==> src/rtl/key_event_scheduler.sv <==
// key_event_scheduler
// Converts the held-key code from the keyboard decoder into discrete
// direction events with typematic auto-repeat, keeps one pending event per
// player and round-robin arbitrates both players onto one valid/ready port.
module key_event_scheduler #(
    parameter int REPEAT_DELAY  = 25000000,
    parameter int REPEAT_PERIOD = 5000000,
    parameter int CNT_W         = 25
) (
    input  logic       clk,
    input  logic       rst,
    input  logic [7:0] key_code,
    output logic       out_valid,
    input  logic       out_ready,
    output logic       out_player,
    output logic [1:0] out_dir,
    output logic       out_repeat,
    output logic       overflow
);

    typedef enum logic [1:0] {
        ST_IDLE   = 2'd0,
        ST_DELAY  = 2'd1,
        ST_REPEAT = 2'd2
    } state_e;

    localparam logic [CNT_W-1:0] DELAY_LAST  = CNT_W'(REPEAT_DELAY - 1);
    localparam logic [CNT_W-1:0] PERIOD_LAST = CNT_W'(REPEAT_PERIOD - 1);
    localparam logic [CNT_W-1:0] CNT_ONE     = CNT_W'(1);
    localparam logic [CNT_W-1:0] CNT_ZERO    = CNT_W'(0);

    // key tracking and repeat FSM
    logic [7:0]       key_q;
    state_e           state_q, state_d;
    logic [CNT_W-1:0] cnt_q, cnt_d;

    // classified key code
    logic       code_valid_s;
    logic       code_player_s;
    logic [1:0] code_dir_s;
    logic       press_s;

    // event posted this cycle
    logic       post_s;
    logic       post_rep_s;
    logic [1:0] post_hit_s;

    // pending slots, indexed by player
    logic [1:0]      slot_full_q, slot_full_d;
    logic [1:0][1:0] slot_dir_q, slot_dir_d;
    logic [1:0]      slot_rep_q, slot_rep_d;

    // output stage and arbitration
    logic [1:0] grant_s;
    logic       load_s;
    logic       last_grant_q, last_grant_d;
    logic       out_valid_q, out_valid_d;
    logic       out_player_q, out_player_d;
    logic [1:0] out_dir_q, out_dir_d;
    logic       out_repeat_q, out_repeat_d;
    logic       overflow_q, overflow_d;

    // Decode the raw key code into validity, owning player and direction.
    always_comb begin
        code_valid_s  = 1'b1;
        code_player_s = 1'b0;
        code_dir_s    = 2'd0;
        case (key_code)
            8'd1:    begin code_player_s = 1'b0; code_dir_s = 2'd0; end
            8'd2:    begin code_player_s = 1'b0; code_dir_s = 2'd1; end
            8'd3:    begin code_player_s = 1'b0; code_dir_s = 2'd2; end
            8'd4:    begin code_player_s = 1'b0; code_dir_s = 2'd3; end
            8'd5:    begin code_player_s = 1'b1; code_dir_s = 2'd0; end
            8'd6:    begin code_player_s = 1'b1; code_dir_s = 2'd1; end
            8'd7:    begin code_player_s = 1'b1; code_dir_s = 2'd2; end
            8'd8:    begin code_player_s = 1'b1; code_dir_s = 2'd3; end
            default: code_valid_s = 1'b0;
        endcase
        // A change straight from one valid key to another is also a press.
        press_s = code_valid_s && (key_code != key_q);
    end

    // Repeat FSM: initial event on press, first repeat after the delay,
    // further repeats every period; release or invalid code goes idle.
    always_comb begin
        state_d    = state_q;
        cnt_d      = cnt_q;
        post_s     = 1'b0;
        post_rep_s = 1'b0;
        if (!code_valid_s) begin
            state_d = ST_IDLE;
            cnt_d   = CNT_ZERO;
        end else if (press_s) begin
            post_s  = 1'b1;
            state_d = ST_DELAY;
            cnt_d   = CNT_ZERO;
        end else begin
            case (state_q)
                ST_DELAY: begin
                    if (cnt_q == DELAY_LAST) begin
                        post_s     = 1'b1;
                        post_rep_s = 1'b1;
                        state_d    = ST_REPEAT;
                        cnt_d      = CNT_ZERO;
                    end else begin
                        cnt_d = cnt_q + CNT_ONE;
                    end
                end
                ST_REPEAT: begin
                    if (cnt_q == PERIOD_LAST) begin
                        post_s     = 1'b1;
                        post_rep_s = 1'b1;
                        cnt_d      = CNT_ZERO;
                    end else begin
                        cnt_d = cnt_q + CNT_ONE;
                    end
                end
                default: begin
                    state_d = ST_IDLE;
                    cnt_d   = CNT_ZERO;
                end
            endcase
        end
        post_hit_s = post_s ? (code_player_s ? 2'b10 : 2'b01) : 2'b00;
    end

    // Round-robin grant into the output stage whenever it is free or draining.
    always_comb begin
        grant_s = 2'b00;
        load_s  = !out_valid_q || out_ready;
        if (load_s) begin
            if (slot_full_q == 2'b11) begin
                if (last_grant_q) begin
                    grant_s = 2'b01;
                end else begin
                    grant_s = 2'b10;
                end
            end else if (slot_full_q[0]) begin
                grant_s = 2'b01;
            end else if (slot_full_q[1]) begin
                grant_s = 2'b10;
            end else begin
                grant_s = 2'b00;
            end
        end else begin
            grant_s = 2'b00;
        end
    end

    // Slot update: a grant empties a slot, a post fills it; a post onto a
    // full, ungranted slot replaces the old event and flags overflow.
    always_comb begin
        slot_full_d = slot_full_q & ~grant_s;
        slot_dir_d  = slot_dir_q;
        slot_rep_d  = slot_rep_q;
        for (int p = 0; p < 2; p++) begin
            if (post_hit_s[p]) begin
                slot_full_d[p] = 1'b1;
                slot_dir_d[p]  = code_dir_s;
                slot_rep_d[p]  = post_rep_s;
            end else begin
                slot_full_d[p] = slot_full_q[p] & ~grant_s[p];
            end
        end
        overflow_d = |(post_hit_s & slot_full_q & ~grant_s);
    end

    // Output stage next state: load the granted slot, otherwise hold.
    always_comb begin
        out_valid_d  = out_valid_q;
        out_player_d = out_player_q;
        out_dir_d    = out_dir_q;
        out_repeat_d = out_repeat_q;
        last_grant_d = last_grant_q;
        if (grant_s[1]) begin
            out_valid_d  = 1'b1;
            out_player_d = 1'b1;
            out_dir_d    = slot_dir_q[1];
            out_repeat_d = slot_rep_q[1];
            last_grant_d = 1'b1;
        end else if (grant_s[0]) begin
            out_valid_d  = 1'b1;
            out_player_d = 1'b0;
            out_dir_d    = slot_dir_q[0];
            out_repeat_d = slot_rep_q[0];
            last_grant_d = 1'b0;
        end else if (load_s) begin
            out_valid_d = 1'b0;
        end else begin
            out_valid_d = out_valid_q;
        end
    end

    // State registers; reset drops every pending and in-flight event.
    always_ff @(posedge clk or negedge rst) begin
        if (!rst) begin
            key_q        <= 8'd0;
            state_q      <= ST_IDLE;
            cnt_q        <= CNT_ZERO;
            slot_full_q  <= 2'b00;
            slot_dir_q   <= '0;
            slot_rep_q   <= 2'b00;
            last_grant_q <= 1'b1;
            out_valid_q  <= 1'b0;
            out_player_q <= 1'b0;
            out_dir_q    <= 2'd0;
            out_repeat_q <= 1'b0;
            overflow_q   <= 1'b0;
        end else begin
            key_q        <= key_code;
            state_q      <= state_d;
            cnt_q        <= cnt_d;
            slot_full_q  <= slot_full_d;
            slot_dir_q   <= slot_dir_d;
            slot_rep_q   <= slot_rep_d;
            last_grant_q <= last_grant_d;
            out_valid_q  <= out_valid_d;
            out_player_q <= out_player_d;
            out_dir_q    <= out_dir_d;
            out_repeat_q <= out_repeat_d;
            overflow_q   <= overflow_d;
        end
    end

    assign out_valid  = out_valid_q;
    assign out_player = out_player_q;
    assign out_dir    = out_dir_q;
    assign out_repeat = out_repeat_q;
    assign overflow   = overflow_q;

endmodule
==> config.mk <==
export PLATFORM = sky130hd
export DESIGN_NAME = key_event_scheduler
export DESIGN_NICKNAME = d
export VERILOG_FILES = /design/src/rtl/key_event_scheduler.sv
export SDC_FILE = /design/constraint.sdc
export NUM_CORES = 1
export LEC_CHECK = 0
export CAP_MARGIN = 15
export CORE_AREA = 4 4 106 108
export DETAILED_ROUTE_END_ITERATION = 7
export DIE_AREA = 0 0 110 112
export GPL_ROUTABILITY_DRIVEN = 0
export HOLD_SLACK_MARGIN = 0.08
export PLACE_DENSITY_LB_ADDON = 0.15
export REMOVE_ABC_BUFFERS = 1
export SYNTH_ARGS = -nofsm -noshare
export SYNTH_HDL_FRONTEND = slang
export SYNTH_SLANG_ARGS = --single-unit
==> constraint.sdc <==
create_clock -name clk -period 4.5 [get_ports clk]
set_input_delay 0.45 -clock clk [delete_from_list [all_inputs] [get_ports clk]]
set_output_delay 0.45 -clock clk [all_outputs]
set_load 0.03 [all_outputs]
==> results of run 1 <==
## layout by cell type (no fill, tap or decap), types with 3 or more instances in the layout
cell,synthesis,routed
nand4b_1,3,3
xor2_1,25,25
nand3_1,12,12
mux2_2,4,4
inv_1,5,5
clkdlybuf4s50_1,0,15
clkbuf_8,0,5
nor4_1,3,3
nor2_2,3,3
and3_1,7,7
o21ai_0,7,7
a21oi_1,7,7
xnor2_1,7,7
mux2i_1,3,3
nand4_1,6,6
ha_1,3,3
nor3_1,5,5
nor2_1,32,32
dfrtp_1,49,49
and4_1,3,3
nand2_1,23,23
## layer usage
metal  up-vias  wire [um]  global-route usage
li1        887          -                   -
met1       846       2560               0.128
met2        20       2350               0.130
met3         2        181              0.0220
met4         0         36              0.0200
met5         -          0                   0
## worst paths after layout
kind,slack [ns],to,depth (start not counted),start
max,2.06,cnt_q[6],5,key_code[5]
min,0.24,key_q[6],2,rst
max reg2reg,2.12,cnt_q[6],5,cnt_q[10]
min reg2reg,0.47,last_grant_q,2,last_grant_q
max in group asynchronous,3.80,cnt_q[17],2,rst
min in group clk,0.47,last_grant_q,2,last_grant_q
## critical path, delay by kind of cell
kind	cells	cell delay, ns
AND/OR/NAND/NOR	2	0.63
AO/OA/AOI/OAI	2	1.07
buffers and inverters	1	0.50
## power groups by stage
stage               clock network (mW)  logic (mW)  registers (mW)
finish                           0.317       0.129           0.492
global placement                     0       0.132           0.501
detailed placement                   0       0.132           0.501
CTS                              0.330       0.133           0.492
global route                     0.346       0.145           0.495
floorplan                            0      0.0587           0.516
## metrics by stage
step / hold WS, ns / setup slack (ns)
floorplan: 0.154 / 2.50
global placement: 0.459 / 1.73
detailed placement: 0.465 / 1.72
CTS: 0.273 / 2.04
global route: 0.301 / 1.88
finish: 0.243 / 2.06
## sequential cells by signal, indices dropped and copies added, names as in the netlist
register / cells
cnt_q: 25
key_q: 8
last_grant_q: 1
out_dir: 2
out_player: 1
out_repeat: 1
out_valid: 1
overflow: 1
slot_dir_q: 4
slot_full_q: 2
slot_rep_q: 2
state_q: 2
## cell families (layout without fill, tap and decap cells)
family	after synthesis	in the layout
flops	50	50
buf+inv	12	30
xor+xnor	32	32
simple gates	113	113
mux	7	7
fa+ha+maj	3	3
compound gates	27	27
## area by class of cell
type,count,area (um2)
Tap cell,136,170
Sequential cell,50,1250
Inverter,5,18.8
Multi-Input combinational cell,182,1210
Clock buffer,7,76.3
Fill cell,1064,7310
Timing Repair Buffer,17,163
Clock inverter,1,30.0
==> flow_metrics.tcl, run 1 <==
set metrics [dict create \
    status "finished clean" \
    htreeDepth 2 \
    synthAdderAreaFrac 0.0148 \
    grt_start_max_net_pins 51 \
    total_power_uw 938 \
    cts.sinks 50 \
    fin_crit_ns 2.44 \
    fin_nets 275 \
    synth_top_family_by_area "simple AND/OR/NAND/NOR gates" \
    ctsHoldBuffers 0 \
    synth.most_common_cell "dfrtp_1" \
    tightest_slew_ns 0.994 \
    cap_violations 0 \
    insertion_delay_ns 0.30 \
    numPortBuffers 16 \
    drc_errors 0 \
    final.period_utilization 0.542 \
    worst_ir_drop_vdd_uv 124 \
    combPwrFrac 0.137 \
    critPathKind "input port to flip-flop" \
    hold_viol_final 0 \
    num_antenna_cells 0 \
    path_clk_slew_ns 0.10 \
    final_area_mm2 0.00292 \
    finalSetupViolCount 0 \
    antenna_found_initial 0 \
    critical_path.startpoint_type "input port" \
    numCtsBuffers 5 \
    p_sw_uw 245 \
    yosysUniqueCellTypes 45 \
    max_freq_ghz 0.410 \
    dpl.hpwl_um 3550 \
    setup_tns_ns 0 \
    synth_seq_area_share 0.494 \
    report.final.slew_viol_count 0 \
    tritoncts "done" \
    synth_edf_count 0 \
    clock-root-buffer "clkbuf_8" \
    max_slew_margin 0.332 \
    grt_first_pass_wirelength_um 8740 \
    seqPwrFrac 0.524 \
    ys_warn_count 0 \
    synth_common_cells "dfrtp_1, nor2_1, xor2_1" \
    rows 37 \
    fp.dieW_um 110 \
    syn-cell-area_mm2 0.00253 \
    synth_xor_area_frac 0.111 \
    instances_no_fill 398 \
    drive_above_1_share 0.107 \
    yosysTopAreaCellShare 0.484 \
    synth.avg_cell_area_um2 10.4 \
    worst-endpoint-arrival_ns 2.66 \
    yosysTopAreaCell "dfrtp_1" \
    yosys.area_share.simple 0.245 \
    rsz0062_at_grt "false" \
    cts_buffer_depth 2 \
    cp_slowest_stage_delay_ns 0.76 \
    avgRoutedWirePerCell_um 12.9 \
    required_ns 4.72 \
    leakagePower_nw 1.17 \
    crit_fanout 25 \
    synth-compound-area-share 0.0780 \
    internal_power_uw 693 \
    area_growth_pct 15.3 \
    worstPathCellList "clkdlybuf4s50_1 -> nor4_4 -> o21ai_0 -> a2111o_2 -> nor2_1" \
    ys_seq_elements 50 \
    vias 1755 \
    worst_setup_path_end_kind "flip-flop" \
    start_util 0.248 \
    syn_inst 244 \
    io_pins 17 \
    synth_flop_cell "dfrtp_1" \
    post_cts_buffers 0 \
    cts_resized 0 \
    overflow 0 \
    dieArea_mm2 0.0123 \
    dpl.cell_count 390 \
    yosys-top-cells-area "dfrtp_1, xor2_1, nor2_1" \
    drtAntennaViolNets 0 \
    drtIter0Drc 77 \
    hold_path_class "input port to asynchronous set/reset pin" \
    placed_area_mm2 0.00282 \
    viasPerCell 4.41 \
    routed_wl_um 5130 \
    synth-async-reset-ratio 1.00 \
    grt_use_total 0.0880 \
    swShare 0.261 \
    cp_slowest_cell "a2111o_2" \
    drt_pre_antenna_iters 4 \
    grt_pass1_vias 1709 \
    placeableCoreArea_mm2 0.0102 \
    skew_ns 0.0109 \
    clock_power_share 0.338 \
    synthMuxAreaShare 0.0296 \
    die_h_um 112 \
    final_util 0.286 \
    powerDensity_mw_per_mm2 321 \
]
(Power assumes the default switching activity.)
==> inputs of run 2 (changes only) <==
==> constraint.sdc (replaced) <==
create_clock -name clk -period 2 [get_ports clk]
set_input_delay 0.2 -clock clk [delete_from_list [all_inputs] [get_ports clk]]
set_output_delay 0.2 -clock clk [all_outputs]
set_load 0.03 [all_outputs]
==> flow_metrics.tcl, run 2 (same netlist as run 1, synthesis figures left out) <==
set metrics [dict create \
    max_slew_margin 0.634 \
    tritoncts "done" \
    insertion_delay_ns 0.31 \
    dieArea_mm2 0.0123 \
    tightest_slew_ns 0.549 \
    crit_fanout 25 \
    num_antenna_cells 0 \
    top_regs "cnt_q: 25 flops, key_q: 8 flops, slot_dir_q: 4 flops" \
    overflow 0 \
    fill_cells 1048 \
    vias 1977 \
    required_ns 2.20 \
    setup_tns_ns -0.129 \
    leakagePower_nw 1.44 \
    rsz0062_at_grt "true" \
    cp-endpoint "cnt_q[14]" \
    viasPerCell 4.41 \
    clock-root-buffer "clkbuf_8" \
    r2r-end "cnt_q[14]" \
    reg2reg_depth 7 \
    start_util 0.248 \
    worst-r2r-setup-slack_ns -0.02 \
    drc_errors 0 \
    finalSetupViolCount 17 \
    worst_setup_path_end_kind "flip-flop" \
    rows 37 \
    violations "negative setup slack" \
    avgRoutedWirePerCell_um 12.9 \
    numCtsBuffers 5 \
    hold_ws_ns 0.396 \
    htreeDepth 2 \
    cp-startpoint "cnt_q[10]" \
    path_clk_slew_ns 0.10 \
    r2r_start "cnt_q[10]" \
    routed_wl_um 5790 \
    cts.sinks 50 \
    drive_above_1_share 0.292 \
    fin_crit_ns 2.02 \
    status "finished, violations left" \
    grt_pass1_vias 2015 \
    finalWorstSetupSlack_ns -0.0168 \
    worst_ir_drop_vdd_uv 279 \
    grt_start_max_net_pins 30 \
    antenna_found_initial 0 \
    drt_pre_antenna_iters 4 \
    fp.dieW_um 110 \
    largest_reg_flops 25 \
    numPortBuffers 16 \
    drtAntennaViolNets 0 \
    placeableCoreArea_mm2 0.0102 \
    cts_buffer_depth 2 \
    final.period_utilization 1.01 \
    powerDensity_mw_per_mm2 638 \
    io_pins 17 \
    fin_nets 325 \
    worst-endpoint-arrival_ns 2.21 \
    drtIter0Drc 60 \
    area_growth_pct 34.9 \
    critPathKind "flip-flop to flip-flop" \
    cap_violations 0 \
    final_common_cell "dfrtp_1" \
    critical_path.startpoint_type "flip-flop" \
    grt_first_pass_wirelength_um 9780 \
    grt_use_total 0.100 \
    report.final.slew_viol_count 0 \
    skew_ns 0.00872 \
    max_freq_ghz 0.496 \
    die_h_um 112 \
    dpl.hpwl_um 4220 \
    most-common-layout-cells "dfrtp_1, buf_4, nor2_1, xor2_1, nand2_1" \
    regMostFlops "cnt_q" \
    hold_viol_final 0 \
    hold_path_class "input port to asynchronous set/reset pin" \
    post-place-ws_ns -0.310 \
]
run 2: cell types whose count changed in the layout (fill, tap and decap cells not counted), sizes merged:
cell and change:
buf +49, clkbuf -2, clkinvlp +1, inv +1, dlygate4sd3 +1
run 2: metal layers:
layer / track usage / up-vias / part of all wire
met5: 0 / - / 0
met3: 0.0209 / 7 / 0.032
met4: 0.0291 / 0 / 0.011
li1: - / 987 / -
met2: 0.167 / 26 / 0.48
met1: 0.129 / 957 / 0.47
run 2: timing repair:
item                                   4_1_cts  5_1_grt
hold buffers                                 1        0
resized for setup                            6       13
setup endpoints to repair                   32       32
buffers inserted                             1        2
pin swaps                                    3        5
endpoints found under the hold margin       21        0
run 2: worst min-delay path by stage:
stage                            from  endpoint  cells past startpoint
after floorplan                   rst  cnt_q[0]                      0
after global placement            rst  key_q[1]                      1
after detailed placement          rst  key_q[2]                      1
after CTS                         rst  key_q[2]                      2
after global routing      key_code[6]  key_q[6]                      1
final                             rst  key_q[2]                      2
run 2: through the flow:
stage	utilization	instances	instance area, um2	total power [mW]
after floorplan	-	237	2480	1.29
after CTS	0.327	446	3350	2.23
after detailed placement	0.311	436	3190	1.45
after global placement	0.311	436	3190	1.44
after global routing	0.334	448	3420	2.30
final	0.334	448	3420	2.18
run 2: cell type report:
type / count / area, um2 / share of cell area
tap: 136 / 170 / 0.0498
clock buffer: 5 / 68.8 / 0.0201
timing repair buffer: 67 / 573 / 0.168
inverter: 5 / 18.8 / 0.00549
clock inverter: 3 / 48.8 / 0.0143
multi-input combinational: 182 / 1290 / 0.376
sequential: 50 / 1250 / 0.367
run 2: worst max-delay path, stage by stage (launching register included):
cell and delay [ns]:
dfrtp_1 0.42, nor4_2 0.27, buf_4 0.15, or4b_4 0.49, o21ai_2 0.16, a2111o_2 0.17, buf_12 0.17, nor2_1 0.07
run 2: power by group:
| group | internal, mW | switching (mW) |
|---|---|---|
| sequential | 1.07 | 0.0382 |
| combinational | 0.136 | 0.181 |
| clock | 0.382 | 0.375 |
| total | 1.59 | 0.595 |
